File: src/rtl/lfsr_gen.sv
// Parametrised Fibonacci/Galois LFSR with seed load, zero-lockup recovery and wrap flag.
// Optional macro LFSR_PERIOD_EN adds a 32-bit measured sequence period output.
module lfsr_gen #(
   parameter int              WIDTH = 8,
   parameter logic [WIDTH-1:0] TAPS = 8'hB8,
   parameter int              MODE  = 0,
   parameter int              STEPS = 1,
   parameter logic [WIDTH-1:0] SEED = 8'h01
) (
   input  logic             clk,
   input  logic             reset,
   input  logic             en,
   input  logic             load,
   input  logic [WIDTH-1:0] seed_in,
   output logic [WIDTH-1:0] state,
   output logic             bit_out,
   output logic             lockup,
   output logic             zero_seed,
   output logic             wrap
`ifdef LFSR_PERIOD_EN
   ,
   output logic [31:0]      period
`endif
);

   logic [WIDTH-1:0] r_state;
   logic [WIDTH-1:0] r_seed;
   logic             r_bit;
   logic             r_lockup;
   logic             r_zero_seed;
   logic             r_wrap;

   logic [WIDTH-1:0] w_adv;
   logic [WIDTH-1:0] w_state_next;
   logic [WIDTH-1:0] w_seed_next;
   logic             w_lockup_next;
   logic             w_zero_seed_next;
   logic             w_wrap_next;

   function automatic logic [WIDTH-1:0] f_step(input logic [WIDTH-1:0] s);
      if (MODE == 0)
         return {s[WIDTH-2:0], ^(s & TAPS)};
      else
         return {s[WIDTH-2:0], 1'b0} ^ (s[WIDTH-1] ? TAPS : '0);
   endfunction

   // STEPS single steps unrolled into one combinational advance
   always_comb begin
      w_adv = r_state;
      for (int k = 0; k < STEPS; k++)
         w_adv = f_step(w_adv);
   end

   always_comb begin
      w_state_next     = r_state;
      w_seed_next      = r_seed;
      w_lockup_next    = 1'b0;
      w_zero_seed_next = 1'b0;
      w_wrap_next      = 1'b0;
      if (load) begin
         if (seed_in != '0) begin
            w_state_next = seed_in;
            w_seed_next  = seed_in;
         end else begin
            w_state_next     = SEED;
            w_seed_next      = SEED;
            w_zero_seed_next = 1'b1;
         end
      end else if (en) begin
         if (r_state == '0) begin
            w_state_next  = SEED;
            w_lockup_next = 1'b1;
         end else begin
            w_state_next = w_adv;
            w_wrap_next  = (w_adv == r_seed);
         end
      end
   end

   always_ff @(posedge clk) begin
      if (reset) begin
         r_state     <= SEED;
         r_seed      <= SEED;
         r_bit       <= SEED[WIDTH-1];
         r_lockup    <= 1'b0;
         r_zero_seed <= 1'b0;
         r_wrap      <= 1'b0;
      end else begin
         r_state     <= w_state_next;
         r_seed      <= w_seed_next;
         r_bit       <= w_state_next[WIDTH-1];
         r_lockup    <= w_lockup_next;
         r_zero_seed <= w_zero_seed_next;
         r_wrap      <= w_wrap_next;
      end
   end

   assign state     = r_state;
   assign bit_out   = r_bit;
   assign lockup    = r_lockup;
   assign zero_seed = r_zero_seed;
   assign wrap      = r_wrap;

`ifdef LFSR_PERIOD_EN
   logic [31:0] r_cnt;
   logic [31:0] r_period;
   logic [32:0] w_cnt_sum;
   logic [31:0] w_cnt_inc;

   // saturating count so a pathological TAPS never rolls the period over
   assign w_cnt_sum = {1'b0, r_cnt} + 33'(STEPS);
   assign w_cnt_inc = w_cnt_sum[32] ? 32'hFFFF_FFFF : w_cnt_sum[31:0];

   always_ff @(posedge clk) begin
      if (reset) begin
         r_cnt    <= '0;
         r_period <= '0;
      end else if (load) begin
         r_cnt <= '0;
      end else if (en) begin
         if (r_state == '0) begin
            r_cnt <= '0;
         end else if (w_adv == r_seed) begin
            r_period <= w_cnt_inc;
            r_cnt    <= '0;
         end else begin
            r_cnt <= w_cnt_inc;
         end
      end
   end

   assign period = r_period;
`endif

endmodule

File: config.mk
export PLATFORM = sky130hd
export DESIGN_NAME = lfsr_gen
export DESIGN_NICKNAME = d
export VERILOG_FILES = /design/src/rtl/lfsr_gen.sv
export SDC_FILE = /design/constraint.sdc
export NUM_CORES = 1
export LEC_CHECK = 0
export CAP_MARGIN = 20
export CORE_AREA = 2 2 51 53
export CTS_BUF_LIST = sky130_fd_sc_hd__clkbuf_16
export DETAILED_ROUTE_END_ITERATION = 6
export DIE_AREA = 0 0 53 55
export GPL_TIMING_DRIVEN = 0
export PLACE_DENSITY_LB_ADDON = 0.1
export RECOVER_POWER = 100
export REMOVE_ABC_BUFFERS = 1
export SLEW_MARGIN = 20
export SYNTH_ARGS = -nofsm -noshare
export SYNTH_HDL_FRONTEND = slang
export SYNTH_SLANG_ARGS = --single-unit
export TNS_END_PERCENT = 10
File: constraint.sdc
create_clock -name clk -period 1.3 [get_ports clk]
set_input_delay 0.325 -clock clk [delete_from_list [all_inputs] [get_ports clk]]
set_output_delay 0.325 -clock clk [all_outputs]
set_load 0.02 [all_outputs]
Yosys cells after proc, flatten, opt, wreduce, memory -nomap -nowiden
Cells that the tools add are included.
{"block": "op_classes", "n_eq_ne": 1, "n_mux": 6, "bitwise": 2, "reduce_logical": 7}
{"op": "$mux W8", "n": 4}
{"op": "$eq A8 B8 Y1", "n": 1}
{"op": "$logic_not A8 Y1", "n": 1}
{"op": "$reduce_bool A8 Y1", "n": 1}
{"op": "$reduce_xor A8 Y1", "n": 1}
{"op": "$reduce_or A4 Y1", "n": 1}
{"op": "$reduce_or A3 Y1", "n": 1}
{"op": "$mux W1", "n": 2}
{"op": "$not A1 Y1", "n": 2}
{"op": "$reduce_bool A2 Y1", "n": 1}
{"op": "$reduce_or A2 Y1", "n": 1}
{"block": "totals", "ff_bits": 19, "output_inout_bits": 12}

Logic depth before layout (Yosys ltp)
{"block": "logic_depth", "depth_word": 4, "depth_mapped": 5, "mapped_depth_nobuf": 5}

Worst setup path before layout
Ideal clock, no wire load.
{"block": "synth_path", "kind": "flip-flop to flip-flop", "startpoint": "register r_state[4] (netlist: state[4])", "endpoint": "register r_state[0] (netlist: state[0])", "t_arrival_ns": 1.453, "t_required_ns": 1.221, "path_slack_ns": -0.232, "stages_incl_launch_ff": 6, "synth_period_minus_slack_ns": 1.532, "cell_sequence": "dfxtp_1 -> inv_1 -> ha_1 -> xor2_1 -> a211o_1 -> o211ai_1"}
{"block": "synth_via", "elab_chain_cells": 4}
{"element": "start, declared", "line_no": "26", "rtl": "logic [WIDTH-1:0] r_state;"}
{"element": "start signal, assigned", "line_no": "89", "rtl": "r_state <= w_state_next;"}
{"element": "$reduce_xor A8 Y1 / $logic_not A8 Y1 (equally long branches)", "line_no": "42, 70"}
{"element": "$mux W8 (*)", "line_no": "70", "rtl": "if (r_state == '0) begin"}
{"element": "$mux W8 (*)", "line_no": "69", "rtl": "end else if (en) begin"}
{"element": "$mux W8 (*)", "line_no": "60", "rtl": "if (load) begin"}
Mark *: on every way between the ends. The rest lies on a longest branch, timed or not. The select of a mux whose other input is x is not followed.
A chain may end at the register's enable or synchronous reset.

Final worst setup path
{"block": "layout_path", "startpoint": "register r_state[5] (netlist: state[5])", "endpoint": "register r_wrap (netlist: wrap)"}
{"block": "layout_via", "elab_chain_cells": 2}
{"element": "$reduce_xor A8 Y1 / $logic_not A8 Y1 (equally long branches)", "line_no": "42, 70"}
{"element": "$eq A8 B8 Y1 / $reduce_or A4 Y1 (equally long branches)"}
{"element": "end signal, assigned", "line_no": "94", "rtl": "r_wrap <= w_wrap_next;"}
{"element": "end, declared", "line_no": "31", "rtl": "logic r_wrap;"}
Several ways; a longest one is shown, not always the timed one.

==> impl_metrics.toml <==
[power_and_ir_drop]
vdd_ir_drop_max_uv = 1380
p_int_mw = 1.15
powerDensity_mw_per_mm2 = 1210
p_seq_frac = 0.426
power.switching_mw = 0.391
p_leak_nw = 0.528
power_frac_comb = 0.169
p_clk_frac = 0.405
p_total_mw = 1.54
power_switching_share = 0.254

[logic_synthesis]
synth_area_per_cell_um2 = 9.42
netlist.area_leader.share = 0.404
async_flop_share = 0
synth_ff_type = "dfxtp_1"
synthesis.instances = 100
syn_area_um2 = 942
synth_seq_cells = 19
synthTopCellsByCount = "dfxtp_1, nor2_1, xor2_1"
synth.distinct_cells = 31
yosys-top-cells-area = "dfxtp_1, xor2_1, mux2i_1"
seq_area_frac_synth = 0.404
synth_largest_area_cell = "dfxtp_1"
post-synth-top-count-cell = "dfxtp_1"
yosys_warnings = 0
synth_edf_count = 0

[routing]
ant_nets = 0
routed.top_layer = "met4"
wl_met2_um = 951
vias = 779
wl_met3_um = 90
drt_iter0_drc = 12
drc = 0
wl_per_cell_um = 13.8
drt_first_pass_iters = 4
wirelength_mm = 2.08
drt-met1-wl_um = 993
viasPerCell = 5.16

[global_routing]
overflow = 0
grt_pass1_vias = 730
antenna_found_initial = 0
grt_max_degree = 26
globalRouteTotalUtil = 0.164
grt_pass1_wl_mm = 3.31

[die]
die_area_mm2 = 0.00292
die_h_um = 55
coreArea_mm2 = 0.00236
die_w_um = 53
boundaryPins = 24
initial_core_util = 0.398
core.rowCount = 18

[timing]
setup_viol = 2
fin_worst_skew_ps = 1.56
period_minus_slack_ps = 1310
rsz0062_at_grt = "true"
worst_pin_slew_ps = 444
relSlewSlack = 0.704
timing.hold.ws_ps = 454
fmax_mhz = 762
setup_slack_ps = -12.5
maxSlewViolCount = 0
finalCritPeriodShare = 1.01
final.setup.tns_ps = -16.5
hold_viol_final = 0

[finish]
syn2layout_area_growth_pct = 35.6
fillers = 243
diodes = 0
fin_nets = 135
final_area_mm2 = 0.00128
drive_above_1_share = 0.240

[clocking]
clk_pin_slew_worst_paths_ps = 50
hold_buffers = 0
cts_tree = "built"
cts-htree-levels = 1
cts-root-buf = "clkbuf_16"
clock-sinks = 19
ctsLongestPathBuffers = 2
clkLatencyLatePin_ps = 250
numCtsBuffers = 3

[placement]
portBuffers = 23
dp_slack_ps = -958
dp.final_hpwl_mm = 1.46
place_congestion = 0.777
dpl-instance-area_mm2 = 0.00117

[critical_path]
cp-start-kind = "register"
cp.arrival_ps = 1450
worst_ep_required_time_ps = 1440
critPathKind = "reg -> reg"
cp_max_fo = 5
end_kind = "register"

[worst_hold_path]
hp-class = "in -> reg"

[status]
run_status = "complete, but fails checks"
violations = "setup timing"

[job]
cap_violations = 0
## critical path, stage by stage (launching register included)
cell     delay, ps
dfxtp_4        370
inv_1           60
ha_4           270
xor2_2         200
xnor2_1        100
and4_1         200
## layout make-up
class                   count  area [um^2]  area share
clock buffers               3         75.1      0.0588
clock inverters             1         3.75     0.00294
inverters                   4         15.0      0.0118
multi-input cells          70          536       0.419
flip-flops and latches     19          398       0.311
well taps                  30         37.5      0.0294
repair buffers             24          213       0.167
## power groups by stage
stage | Combinational (mW) | Sequential, mW | Clock (mW)
after floorplan | 0.124 | 0.683 | 0
after global placement | 0.262 | 0.668 | 0
after global routing | 0.285 | 0.663 | 0.664
after detailed placement | 0.264 | 0.669 | 0
after CTS | 0.254 | 0.659 | 0.636
final | 0.262 | 0.657 | 0.625
## routing by layer
metal,vias up,track usage
li1,387,-
met5,-,0
met3,4,0.0565
met1,368,0.182
met2,20,0.288
met4,0,0.0684
## worst paths after layout
kind	startpoint	endpoint	slack, ps	cells past startpoint
worst max register to register	state[5]	wrap	-10	5
worst min-delay path	reset	r_seed[5]	450	2
worst max-delay path	state[5]	wrap	-10	5
worst min register to register	r_seed[7]	r_seed[7]	480	2
## repair_timing
item	CTS	global route
resized for setup	38	18
pin swaps	0	4
gates cloned	0	0
endpoints found under the setup margin	31	11
buffers inserted	0	1
## state kept, by name (all words and copies together), names as in the netlist
register,count
r_seed,8
wrap,1
lockup,1
state,8
zero_seed,1
## stage by stage
step,util,instances
2_1_floorplan,-,93
3_3_place_gp,0.495,146
3_5_place_dp,0.495,146
4_1_cts,0.531,150
5_1_grt,0.540,151
6_report,0.540,151
## kinds of logic (layout without fill, tap and decap cells)
logic type,count (synthesis),after routing,share of synthesized area
buffers and inverters,11,32,0.0584
xor gates and xnor gates,10,10,0.0930
DFF,19,19,0.404
and+or+nand+nor,33,33,0.195
AOI/OAI and AO/OA,19,19,0.162
muxes,7,7,0.0744
adders and majority gates,1,1,0.0133
## cells in the final DEF, fill, tap and decap left out, types with 5 or more instances in the layout
cell             synthesis  routed
dfxtp_1                 19      11
xor2_1                   9       8
clkdlybuf4s50_1          0       6
nor2_1                  11      11
clkdlybuf4s15_2          0       5
nand2_1                  5       5
dfxtp_2                  0       5
mux2i_1                  7       7
Power figures use the tool's default switching activity.
